**config.mk**
```make
export PLATFORM = sky130hd
export DESIGN_NAME = seg_scan_decoder
export DESIGN_NICKNAME = d
export VERILOG_FILES = /design/src/rtl/seg_scan_decoder.sv
export SDC_FILE = /design/constraint.sdc
export NUM_CORES = 1
export LEC_CHECK = 0
export ABC_AREA = 1
export ABC_CLOCK_PERIOD_IN_PS = 3200
export BUFFER_PORTS_ARGS = -buffer_cell sky130_fd_sc_hd__buf_2
export CORE_ASPECT_RATIO = 1.4
export CORE_MARGIN = 5
export CORE_UTILIZATION = 25
export DETAILED_ROUTE_END_ITERATION = 10
export SETUP_SLACK_MARGIN = 0.15
export SYNTH_ARGS = -nofsm -noshare
export SYNTH_HDL_FRONTEND = slang
export SYNTH_SLANG_ARGS = --single-unit
```
**constraint.sdc**
```tcl
create_clock -name clk -period 3.2 [get_ports clk]
set_clock_uncertainty 0.15 [all_clocks]
set_input_delay 0.64 -clock clk [delete_from_list [all_inputs] [get_ports clk]]
set_output_delay 0.64 -clock clk [all_outputs]
set_load 0.02 [all_outputs]
```
**src/rtl/seg_scan_decoder.sv**
```systemverilog
// -----------------------------------------------------------------------------
// seg_scan_decoder
//
// Purpose:
//   Watches the pins of a multiplexed, active-low 4-digit 7-segment display.
//   It recovers the hex value and decimal points being shown.
//   Each digit is sampled once per stable scan interval, after the synced pins
//   have been quiet for STABLE_CYC cycles. Decoded digits are collected in a
//   shadow frame. Once all four digits are present, the frame is published on
//   Hex/point with a one-cycle valid pulse.
//
// Ports:
//   clk          in   1   system clock, rising edge
//   rst_n        in   1   asynchronous active-low reset
//   AN           in   4   digit enables, active-low (AN[i]=0 selects digit i)
//   SEG          in   8   segments, active-low, SEG[6:0]=g..a, SEG[7]=dp
//   Hex          out  16  last complete frame, Hex[4i+3:4i] = digit i
//   point        out  4   last frame decimal points, 1 = lit
//   valid        out  1   one-cycle pulse when Hex/point update
//   err          out  1   sticky, an undecodable glyph was sampled
//   stale        out  1   no frame completed within TIMEOUT cycles
//   o_dbg_state  out  2   current scan FSM state (IDLE=0, SETTLE=1, HELD=2)
//
// Handshake:
//   valid is a pure strobe with no ready. Hex/point are valid in the cycle
//   valid is high and hold that value until the next pulse.
// -----------------------------------------------------------------------------
module seg_scan_decoder #(
  parameter int STABLE_CYC = 4,
  parameter int TIMEOUT    = 1048576
) (
  input  logic        clk,
  input  logic        rst_n,
  input  logic [3:0]  AN,
  input  logic [7:0]  SEG,
  output logic [15:0] Hex,
  output logic [3:0]  point,
  output logic        valid,
  output logic        err,
  output logic        stale,
  output logic [1:0]  o_dbg_state
);

  localparam int              TO_W     = $clog2(TIMEOUT + 1);
  localparam logic [7:0]      CNT_LAST = 8'(STABLE_CYC - 1);
  localparam logic [TO_W-1:0] TO_MAX   = TO_W'(TIMEOUT);

  typedef enum logic [1:0] {
    IDLE   = 2'd0,
    SETTLE = 2'd1,
    HELD   = 2'd2
  } state_t;

  // Synchronizer and previous-value register.
  logic [3:0]  r_an_s1;
  logic [3:0]  r_an_s2;
  logic [7:0]  r_seg_s1;
  logic [7:0]  r_seg_s2;
  logic [11:0] r_prev;

  // Scan FSM.
  state_t      r_state;
  logic [7:0]  r_cnt;

  // Frame assembly.
  logic [15:0] r_shadow_hex;
  logic [3:0]  r_shadow_dp;
  logic [3:0]  r_captured;
  logic [15:0] r_hex;
  logic [3:0]  r_point;
  logic        r_valid;
  logic        r_err;

  // Stale watchdog.
  logic [TO_W-1:0] r_to_cnt;
  logic            r_stale;

  // Combinational helpers.
  logic        w_changed;
  logic        w_stable_end;
  logic        w_sel_ok;
  logic [1:0]  w_sel_idx;
  logic        w_dec_ok;
  logic [3:0]  w_dec_nib;
  logic        w_sample;
  logic        w_bad;
  logic        w_frame_done;
  logic [3:0]  w_cap_next;

  // Map lit segments {g,f,e,d,c,b,a} to a nibble.
  // Bit 4 of the result says whether the glyph is legal.
  function automatic logic [4:0] decode_glyph(input logic [6:0] lit);
    logic [4:0] res;
    res = 5'b0_0000;
    case (lit)
      7'h3F:   res = 5'b1_0000;
      7'h06:   res = 5'b1_0001;
      7'h5B:   res = 5'b1_0010;
      7'h4F:   res = 5'b1_0011;
      7'h66:   res = 5'b1_0100;
      7'h6D:   res = 5'b1_0101;
      7'h7D:   res = 5'b1_0110;
      7'h07:   res = 5'b1_0111;
      7'h7F:   res = 5'b1_1000;
      7'h6F:   res = 5'b1_1001;
      7'h77:   res = 5'b1_1010;
      7'h7C:   res = 5'b1_1011;
      7'h39:   res = 5'b1_1100;
      7'h5E:   res = 5'b1_1101;
      7'h79:   res = 5'b1_1110;
      7'h71:   res = 5'b1_1111;
      default: res = 5'b0_0000;
    endcase
    return res;
  endfunction

  // ---------------------------------------------------------------------------
  // 2-flop synchronizer. It idles at all ones, which is the blank display.
  // ---------------------------------------------------------------------------
  always_ff @(posedge clk or negedge rst_n) begin
    if (!rst_n) begin
      r_an_s1  <= 4'hF;
      r_an_s2  <= 4'hF;
      r_seg_s1 <= 8'hFF;
      r_seg_s2 <= 8'hFF;
      r_prev   <= 12'hFFF;
    end else begin
      r_an_s1  <= AN;
      r_an_s2  <= r_an_s1;
      r_seg_s1 <= SEG;
      r_seg_s2 <= r_seg_s1;
      r_prev   <= {r_an_s2, r_seg_s2};
    end
  end

  assign w_changed = ({r_an_s2, r_seg_s2} != r_prev);

  // ---------------------------------------------------------------------------
  // Sample qualification.
  // A digit is eligible only when exactly one enable is low.
  // ---------------------------------------------------------------------------
  always_comb begin
    w_sel_ok  = 1'b1;
    w_sel_idx = 2'd0;
    case (r_an_s2)
      4'b1110: w_sel_idx = 2'd0;
      4'b1101: w_sel_idx = 2'd1;
      4'b1011: w_sel_idx = 2'd2;
      4'b0111: w_sel_idx = 2'd3;
      default: w_sel_ok  = 1'b0;
    endcase
  end

  assign {w_dec_ok, w_dec_nib} = decode_glyph(~r_seg_s2[6:0]);

  assign w_stable_end = (r_state == SETTLE) && !w_changed && (r_cnt == CNT_LAST);
  assign w_sample     = w_stable_end && w_sel_ok && w_dec_ok;
  assign w_bad        = w_stable_end && w_sel_ok && !w_dec_ok;
  assign w_frame_done = (r_captured == 4'hF);

  // Publishing a frame clears captured.
  // A sample in that same cycle then starts the new frame with its own bit.
  always_comb begin
    w_cap_next = w_frame_done ? 4'h0 : r_captured;
    if (w_sample) begin
      w_cap_next[w_sel_idx] = 1'b1;
    end
  end

  // ---------------------------------------------------------------------------
  // Scan FSM.
  // Any change of the synced pins restarts settling, whatever the state.
  // ---------------------------------------------------------------------------
  always_ff @(posedge clk or negedge rst_n) begin
    if (!rst_n) begin
      r_state <= IDLE;
      r_cnt   <= 8'd0;
    end else if (w_changed) begin
      r_state <= SETTLE;
      r_cnt   <= 8'd0;
    end else begin
      case (r_state)
        IDLE: begin
          r_state <= IDLE;
        end
        SETTLE: begin
          if (r_cnt == CNT_LAST) begin
            // The sample (if any) is taken in this cycle by the frame logic.
            r_state <= HELD;
          end else begin
            r_cnt <= r_cnt + 8'd1;
          end
        end
        HELD: begin
          r_state <= HELD;
        end
        default: begin
          r_state <= IDLE;
          r_cnt   <= 8'd0;
        end
      endcase
    end
  end

  // ---------------------------------------------------------------------------
  // Frame assembly and publishing.
  // ---------------------------------------------------------------------------
  always_ff @(posedge clk or negedge rst_n) begin
    if (!rst_n) begin
      r_shadow_hex <= 16'h0000;
      r_shadow_dp  <= 4'h0;
      r_captured   <= 4'h0;
      r_hex        <= 16'h0000;
      r_point      <= 4'h0;
      r_valid      <= 1'b0;
      r_err        <= 1'b0;
    end else begin
      r_valid    <= w_frame_done;
      r_captured <= w_cap_next;
      if (w_frame_done) begin
        // The shadow read here is the old value.
        // A same-cycle sample lands in the next frame.
        r_hex   <= r_shadow_hex;
        r_point <= r_shadow_dp;
      end
      if (w_sample) begin
        r_shadow_hex[{w_sel_idx, 2'b00} +: 4] <= w_dec_nib;
        r_shadow_dp[w_sel_idx]                <= ~r_seg_s2[7];
      end
      if (w_bad) begin
        r_err <= 1'b1;
      end
    end
  end

  // ---------------------------------------------------------------------------
  // Stale watchdog.
  // It saturates at TIMEOUT. A published frame takes priority and clears it.
  // ---------------------------------------------------------------------------
  always_ff @(posedge clk or negedge rst_n) begin
    if (!rst_n) begin
      r_to_cnt <= '0;
      r_stale  <= 1'b0;
    end else if (w_frame_done) begin
      r_to_cnt <= '0;
      r_stale  <= 1'b0;
    end else if (r_to_cnt != TO_MAX) begin
      r_to_cnt <= r_to_cnt + 1'b1;
      r_stale  <= ((r_to_cnt + 1'b1) == TO_MAX);
    end else begin
      r_stale  <= 1'b1;
    end
  end

  assign Hex         = r_hex;
  assign point       = r_point;
  assign valid       = r_valid;
  assign err         = r_err;
  assign stale       = r_stale;
  assign o_dbg_state = r_state;

endmodule

```
==> metrics.yaml, run 1 <==
relSlewSlack: 0.487
drcViolationCount: 0
post_cts_resized: 0
fp.dieH_um: 185
cts_setup_buffers: 0
die_x_um: 135
htree_levels: 4
maxSlewViolCount: 0
route.vias.total: 4166
status: "completed"
grt_pass1_vias: 4159
place_hpwl_mm: 8.43
mappedNetlistNets: 685
cts_buffer_depth: 2
vias_per_cell: 4.08
dp.cells: 988
p_leak_nw: 3.41
coreArea_um2: 21700
grt_max_degree: 51
timing.fmax_mhz: 386
syn2layout_area_growth_pct: 21.9
rows: 64
final_cells: 1020
rsz0062_at_grt: "no"
min_period_over_period: 0.810
synth-adder-area-share: 0.0320
synth.largest_area_cell: "dfrtp_1"
syn-cell-area_um2: 5470
finish.instance_area_um2: 6660
crit_start: "r_an_s2[0]"
syn_inst: 657
ant_nets: 0
synth-xor-area-share: 0.0192
synth.distinct_cells: 35
clkSinkCount: 114
drt-pass1-iter-count: 5
place.gp.congestion: 0.824
syn_area_per_cell_um2: 8.32
yosysWarnings: 0
synth_top_family_by_area: "simple AND/OR/NAND/NOR gates"
grt_overflow: 0
ir_drop_mv: 0.336
synthMostInstantiatedCell: "nand2_1"
cts_tree: "yes"
critPathMaxFanout: 9
synth-simple-area-share: 0.308
wl_mm: 11.3
nets: 738
synth_commonest_cells: "nand2_1, inv_1, dfrtp_1"
io_pins: 39
final.setup.tns_ps: 0
n_antenna_cell: 0
root_buffer: "clkbuf_16"
synth_compound_area_frac: 0.0437
hold_buffers: 0
wl_per_cell_um: 11.1
start_kind: "flop"
fin_crit_ps: 2590
met3_usage: 0.0313
required_ps: 3390
hp-class: "in -> async"
first_iter_violations: 150
grt_pass1_wl_mm: 19.6
endpoint_kind: "flop"
path_clk_slew_ps: 60
regToRegStartpoint: "r_an_s2[0]"
maxCapViolCount: 0
dieArea_um2: 25000
port_buffers: 38
grt-busiest-layer: "met2"
synth_edf_count: 0
synth_mux_area_frac: 0
reg2reg_depth: 9
cellPowerDensity_nw_per_um2: 544
clock_latency_ps: 420
initial_core_util: 0.252
worst-slew-pin-transition_ps: 766
reg2reg_slack_ps: 610
synth_top_cell_area_share: 0.357
grtUsageMet2: 0.173
ys_seq_elements: 114
synth_seq_area_share: 0.530
async_reset_ff_frac: 1.00
hold_viol_final: 0
crit_type: "reg -> reg"
cts_buffers: 17
synthFlopType: "dfrtp_1"
drive_gt1_frac: 0.183
synth.area.top_cells: "dfrtp_1, dfstp_2, nand2_1"
r2r-end: "r_shadow_hex[2]"
setup_viol: 0
grt_usage: 0.0983
antenna_found_initial: 0
dpl-instance-area_um2: 6040
cp.arrival_ps: 2780
gr-usage-met1: 0.111
-- logic make-up (layout without fill, tap and decap cells) --
group                      after synthesis  in the layout
adders and majority gates               14             14
DFF                                    114            114
AOI/OAI and AO/OA                       42             42
xor gates and xnor gates                12             12
and+or+nand+nor                        379            379
buffers and inverters                   96            162
-- registers in the layout, indices dropped and copies added (netlist names), 8 cells and up --
name          count
r_to_cnt         21
Hex              16
r_cnt             8
r_shadow_hex     16
r_seg_s2          8
r_prev           12
r_seg_s1          8
-- critical path, stage by stage (launching register included) --
cell and delay, ps:
dfstp_2 560, nand2_1 90, nor3_1 480, inv_1 180, ha_1 450, inv_1 160
nand2_1 80, inv_1 160, nand2_1 90, o21ai_2 130
-- layer usage --
layer  up-vias  share of wire
met3        23          0.037
met5         -              0
met1      1922           0.43
met2        61           0.51
li1       2160              -
met4         0          0.023
-- power by group --
group          switching, mW  internal, mW
logic                 0.0836        0.0331
registers             0.0182          1.49
clock network          0.684          1.32
-- through the flow --
stage                     setup WS, ps   util  power, mW  hold WS, ps
after floorplan                    805      -       1.59          194
after global placement             669  0.278       1.65          195
after detailed placement           620  0.278       1.65          197
after CTS                          604  0.307       3.68         96.4
after global routing               409  0.307       3.76          120
final                              609  0.307       3.63         93.4
-- layout make-up --
| class | count | area (µm²) |
|---|---|---|
| fill | 2288 | 15000 |
| sequential | 114 | 2900 |
| multi-input combinational | 447 | 2200 |
| clock buffer | 19 | 443 |
| tap | 297 | 372 |
| inverter | 88 | 330 |
| timing repair buffer | 42 | 235 |
| clock inverter | 13 | 183 |
-- placed cells by master (no fill, tap or decap), types with 2 or more instances in the layout --
cell type	Yosys	routed
a21oi_1	8	8
a31oi_1	2	2
buf_2	0	37
buf_4	0	4
bufinv_16	0	4
clkbuf_16	0	17
clkinv_1	0	2
clkinv_4	0	2
clkinvlp_4	0	2
dfrtp_1	78	78
dfstp_2	36	36
ha_1	14	14
inv_1	85	85
inv_2	3	3
inv_6	0	2
nand2_1	224	224
nand2_2	5	5
nand3_1	37	37
nand3_4	5	5
nand4_1	17	17
nor2_1	69	69
nor2_2	2	2
nor3_1	8	8
nor3b_1	2	2
nor4_1	2	2
o21ai_0	20	20
o21ai_1	4	4
o21ai_2	5	5
o21bai_1	2	2
xnor2_1	5	5
xor2_1	7	7
-- how the worst max path moves through the flow --
stage,endpoint,slack (ps),depth (start not counted)
after floorplan,r_shadow_hex[0],810,10
after global placement,r_shadow_hex[2],670,9
after detailed placement,r_shadow_hex[2],620,9
after CTS,r_shadow_hex[2],600,9
after global routing,r_shadow_hex[2],410,9
final,r_shadow_hex[2],610,9
(Power assumes the default switching activity.)
==> run 2: changes to the inputs <==
- ABC_CLOCK_PERIOD_IN_PS: 3200 -> 2500
- clock period: 3.2 -> 2.5 ns (I/O delays scaled with it)
==> run 2 against run 1 <==
Against the previous run:
- die area unchanged
- sequential cell count did not move
- sequential power is 29% higher
- final cell count up 0.78%
- first-iteration DRC count up 55%
- maximum frequency grew 17%
- critical endpoint is now r_shadow_hex[7]
==> metrics.yaml, run 2 (synthesized netlist as in run 1, its figures left out) <==
cpMostUsedCell: "nand2_1"
final_common_cell: "nand2_1"
rsz0062_at_grt: "no"
cp.arrival_ps: 2420
ir_drop_mv: 0.434
final.setup.tns_ps: 0
clkSinkCount: 114
timing.fmax_mhz: 451
dp.cells: 993
dieArea_um2: 25000
min_period_over_period: 0.888
regMostFlops: "r_to_cnt"
maxSlewViolCount: 0
path_clk_slew_ps: 50
clkPwrFrac: 0.533
die_x_um: 135
power_frac_comb: 0.036
status: "completed"
hold_viol_final: 0
clock_latency_ps: 410
ant_nets: 0
p_int_mw: 3.46
root_buffer: "clkbuf_16"
io_pins: 39
grt_overflow: 0
relSlewSlack: 0.625
place_hpwl_mm: 8.50
p_leak_nw: 3.45
n_antenna_cell: 0
largest_register_ffs: 21
port_buffers: 38
cts_tree: "yes"
cts_buffers: 17
maxCapViolCount: 0
cpPeakStageDelay_ps: 550
wl_mm: 11.4
fp.dieH_um: 185
p_sw_frac: 0.225
start_kind: "flop"
layout_common_cells: "nand2_1, inv_1, dfrtp_1"
rows: 64
final_cells: 1028
nets: 746
first_iter_violations: 232
cellPowerDensity_nw_per_um2: 666
grt_pass1_vias: 4184
antenna_found_initial: 0
drive_gt1_frac: 0.194
grt_usage: 0.0995
crit_type: "reg -> reg"
drcViolationCount: 0
drt-pass1-iter-count: 6
coreArea_um2: 21700
place.gp.congestion: 0.857
crit_slowest_cell: "dfstp_2"
required_ps: 2700
fin_crit_ps: 2220
p_sw_mw: 1.00
grt_max_degree: 44
worst-slew-pin-transition_ps: 563
syn2layout_area_growth_pct: 22.8
pwr-share-seq: 0.431
endpoint_kind: "flop"
cts_buffer_depth: 2
grt_pass1_wl_mm: 19.8
wl_per_cell_um: 11.1
htree_levels: 4
vias_per_cell: 4.03
cp_cell_sequence: "nand2_1 -> nor3b_1 -> a31oi_1 -> buf_4 -> inv_1 -> ha_1 -> nand3_4 -> inv_1 -> nand2_1 -> nand2_1"
initial_core_util: 0.252
hp-class: "in -> reg"
critPathMaxFanout: 7
setup_viol: 0
route.vias.total: 4143
run 2: per-stage QoR:
stage	hold slack (ps)	setup slack [ps]	util	cell area, µm²	power [mW]
global placement	196	317	0.281	6090	2.12
global route	5.28	152	0.309	6710	4.65
finish	34.7	280	0.309	6710	4.47
CTS	11.9	250	0.308	6690	4.53
detailed placement	197	263	0.281	6090	2.12
floorplan	54.4	190	-	5470	2.03
run 2: area by class of cell:
cell class	count	area (µm²)
clock buffers	21	493
clock inverters	11	96.3
fillers	2287	15000
inverters	88	330
multi-input cells	447	2210
flip-flops and latches	114	2900
well taps	297	372
repair buffers	50	310
run 2: metal layers:
metal / track usage / share of wire / vias to the layer above
met2: 0.178 / 0.52 / 73
li1: - / - / 2183
met4: 0.0363 / 0.018 / 0
met5: 0 / 0 / -
met3: 0.0283 / 0.034 / 19
met1: 0.113 / 0.42 / 1868
run 2: power groups by stage:
stage / sequential [mW] / combinational [mW] / clock, mW
3_5_place_dp: 1.96 / 0.162 / 0
2_1_floorplan: 1.95 / 0.0830 / 0
4_1_cts: 1.93 / 0.164 / 2.44
5_1_grt: 1.93 / 0.186 / 2.53
3_3_place_gp: 1.95 / 0.161 / 0
6_report: 1.93 / 0.159 / 2.38
run 2: what timing repair did:
item | 4_1_cts | 5_1_grt
setup endpoints to repair | 0 | 12
buffers inserted | 0 | 2
hold endpoints to repair | 12 | 0
resized for setup | 0 | 3
hold buffers | 1 | 0
run 2: worst max-delay path, delay by kind of cell (launching register included):
kind | cells | cell delay (ps)
buffers and inverters | 3 | 490
and+or+nand+nor | 5 | 580
adders and majority gates | 1 | 240
AOI/OAI and AO/OA | 1 | 140
DFF | 1 | 550
run 2: final timing paths:
check / endpoint / start / cells after the start / slack [ps]
worst max-delay path: r_shadow_hex[7] / r_an_s2[0] / 10 / 280
worst min-delay path: r_an_s1[0] / AN[0] / 1 / 30
worst max register to register: r_shadow_hex[7] / r_an_s2[0] / 10 / 280
worst min register to register: r_seg_s2[2] / r_seg_s1[2] / 0 / 200
max in group asynchronous: r_prev[7] / rst_n / 3 / 1060
min in group asynchronous: o_dbg_state[1] / rst_n / 2 / 490
==> run 3: changes to the inputs <==
==> constraint.sdc (replaced) <==
create_clock -name clk -period 2.5 [get_ports clk]
set_clock_uncertainty 0.15 [all_clocks]
set_input_delay 0.125 -clock clk [delete_from_list [all_inputs] [get_ports clk]]
set_output_delay 0.125 -clock clk [all_outputs]
set_load 0.02 [all_outputs]
==> run 3 against run 2 <==
Against the previous run:
- design area grew 2.2%
- maximum frequency is 1.8% higher
- first-iteration DRC count rose by 3.9%
- critical endpoint is now r_shadow_dp[0]
- clock power is essentially flat
- highest routed layer unchanged
==> metrics.yaml, run 3 (synthesized netlist as in run 1, its figures left out) <==
status: "completed"
fp.dieH_um: 185
rows: 64
min_period_over_period: 0.872
path_buf_inv: 2
path_clk_slew_ps: 50
n_antenna_cell: 0
required_ps: 2650
cp.arrival_ps: 2330
port_buffers: 38
final_common_cell: "nand2_1"
cp_top_family: "simple AND/OR/NAND/NOR gates"
dieArea_um2: 25000
die_x_um: 135
wl_mm: 11.8
initial_core_util: 0.252
pwr-share-seq: 0.430
clkPwrFrac: 0.531
regMostFlops: "r_to_cnt"
cts_buffers: 17
grt_pass1_wl_mm: 20.3
p_sw_frac: 0.216
final.setup.tns_ps: 0
setup_viol: 0
timing.fmax_mhz: 459
num-fill-cells: 2284
place_hpwl_mm: 8.64
grt_overflow: 0
cts_buffer_depth: 2
clkSinkCount: 114
maxSlewViolCount: 0
fin_crit_ps: 2180
fin_util: 0.316
p_int_mw: 3.51
relSlewSlack: 0.508
p_sw_mw: 0.968
cpPeakStageDelay_ps: 380
drive_gt1_frac: 0.196
power_frac_comb: 0.039
ir_drop_mv: 0.406
hold_viol_final: 0
layout_common_cells: "nand2_1, inv_1, dfrtp_1"
ant_nets: 0
grt_max_degree: 58
cts_tree: "yes"
cp_cell_sequence: "inv_1 -> nand2_1 -> nor2_1 -> inv_1 -> a21oi_1 -> nor3_4 -> nand3_4 -> nand3_4 -> nand2_1 -> o21ai_2"
largest_register_ffs: 21
p_leak_nw: 3.52
endpoint_kind: "flop"
first_iter_violations: 241
worst-slew-pin-transition_ps: 739
grt_pass1_vias: 4307
vias_per_cell: 4.14
cellPowerDensity_nw_per_um2: 653
crit_type: "reg -> reg"
rsz0062_at_grt: "yes"
crit_slowest_cell: "dfstp_2"
hp-class: "in -> async"
place.gp.congestion: 0.868
drcViolationCount: 0
critPathMaxFanout: 11
wl_per_cell_um: 11.3
drt-pass1-iter-count: 5
antenna_found_initial: 0
route.vias.total: 4318
coreArea_um2: 21700
root_buffer: "clkbuf_16"
start_kind: "flop"
maxCapViolCount: 0
grt_usage: 0.102
nets: 760
htree_levels: 4
syn2layout_area_growth_pct: 25.5
io_pins: 39
clock_latency_ps: 410
-- run 3: area by class of cell --
cell class                 instances  area, µm²  area share
sequential                       114       2900       0.422
multi-input combinational        447       2230       0.325
clock buffer                      25        561      0.0817
timing repair buffer              64        433      0.0631
tap                              297        372      0.0542
inverter                          88        330      0.0481
clock inverter                     7       38.8     0.00565
-- run 3: final timing paths --
check,startpoint,end,slack (ps),cells after the start
max reg2reg,r_seg_s2[5],r_shadow_dp[0],320,10
min reg2reg,r_seg_s1[2],r_seg_s2[2],200,0
max,r_seg_s2[5],r_shadow_dp[0],320,10
max in group asynchronous,rst_n,r_prev[10],1330,3
min in group clk,AN[3],r_an_s1[3],200,2
min,rst_n,r_cnt[6],190,2
-- run 3: what timing repair did --
| item | 4_1_cts | 5_1_grt |
|---|---|---|
| buffers inserted | 0 | 4 |
| hold buffers | 13 | 0 |
| endpoints found under the setup margin | 0 | 19 |
| gates resized for setup | 0 | 7 |
| endpoints found under the hold margin | 41 | 0 |
-- run 3: metal layers --
metal,routed length (µm),global-route usage,share of wire,vias to the layer above
li1,-,-,-,2211
met1,4910,0.117,0.42,2009
met2,6090,0.177,0.52,68
met3,359,0.0277,0.031,30
met4,401,0.0480,0.034,0
met5,0,0,0,-
-- run 3: through the flow --
stage | power, mW | std cells | hold WS [ps] | cell area (µm²) | worst slack [ps]
after floorplan | 2.03 | 657 | -321 | 5470 | 190
after global placement | 2.11 | 993 | 79.5 | 6080 | 324
after detailed placement | 2.12 | 993 | 81.2 | 6080 | 249
after CTS | 4.55 | 1038 | 176 | 6810 | 239
after global routing | 4.66 | 1042 | 190 | 6860 | 133
final | 4.48 | 1042 | 185 | 6860 | 320
-- run 3: power by group through the flow --
stage	Sequential (mW)	Combinational [mW]	Clock, mW
global placement	1.95	0.159	0
floorplan	1.95	0.0830	0
CTS	1.93	0.176	2.45
detailed placement	1.96	0.160	0
global route	1.93	0.201	2.53
finish	1.93	0.174	2.38
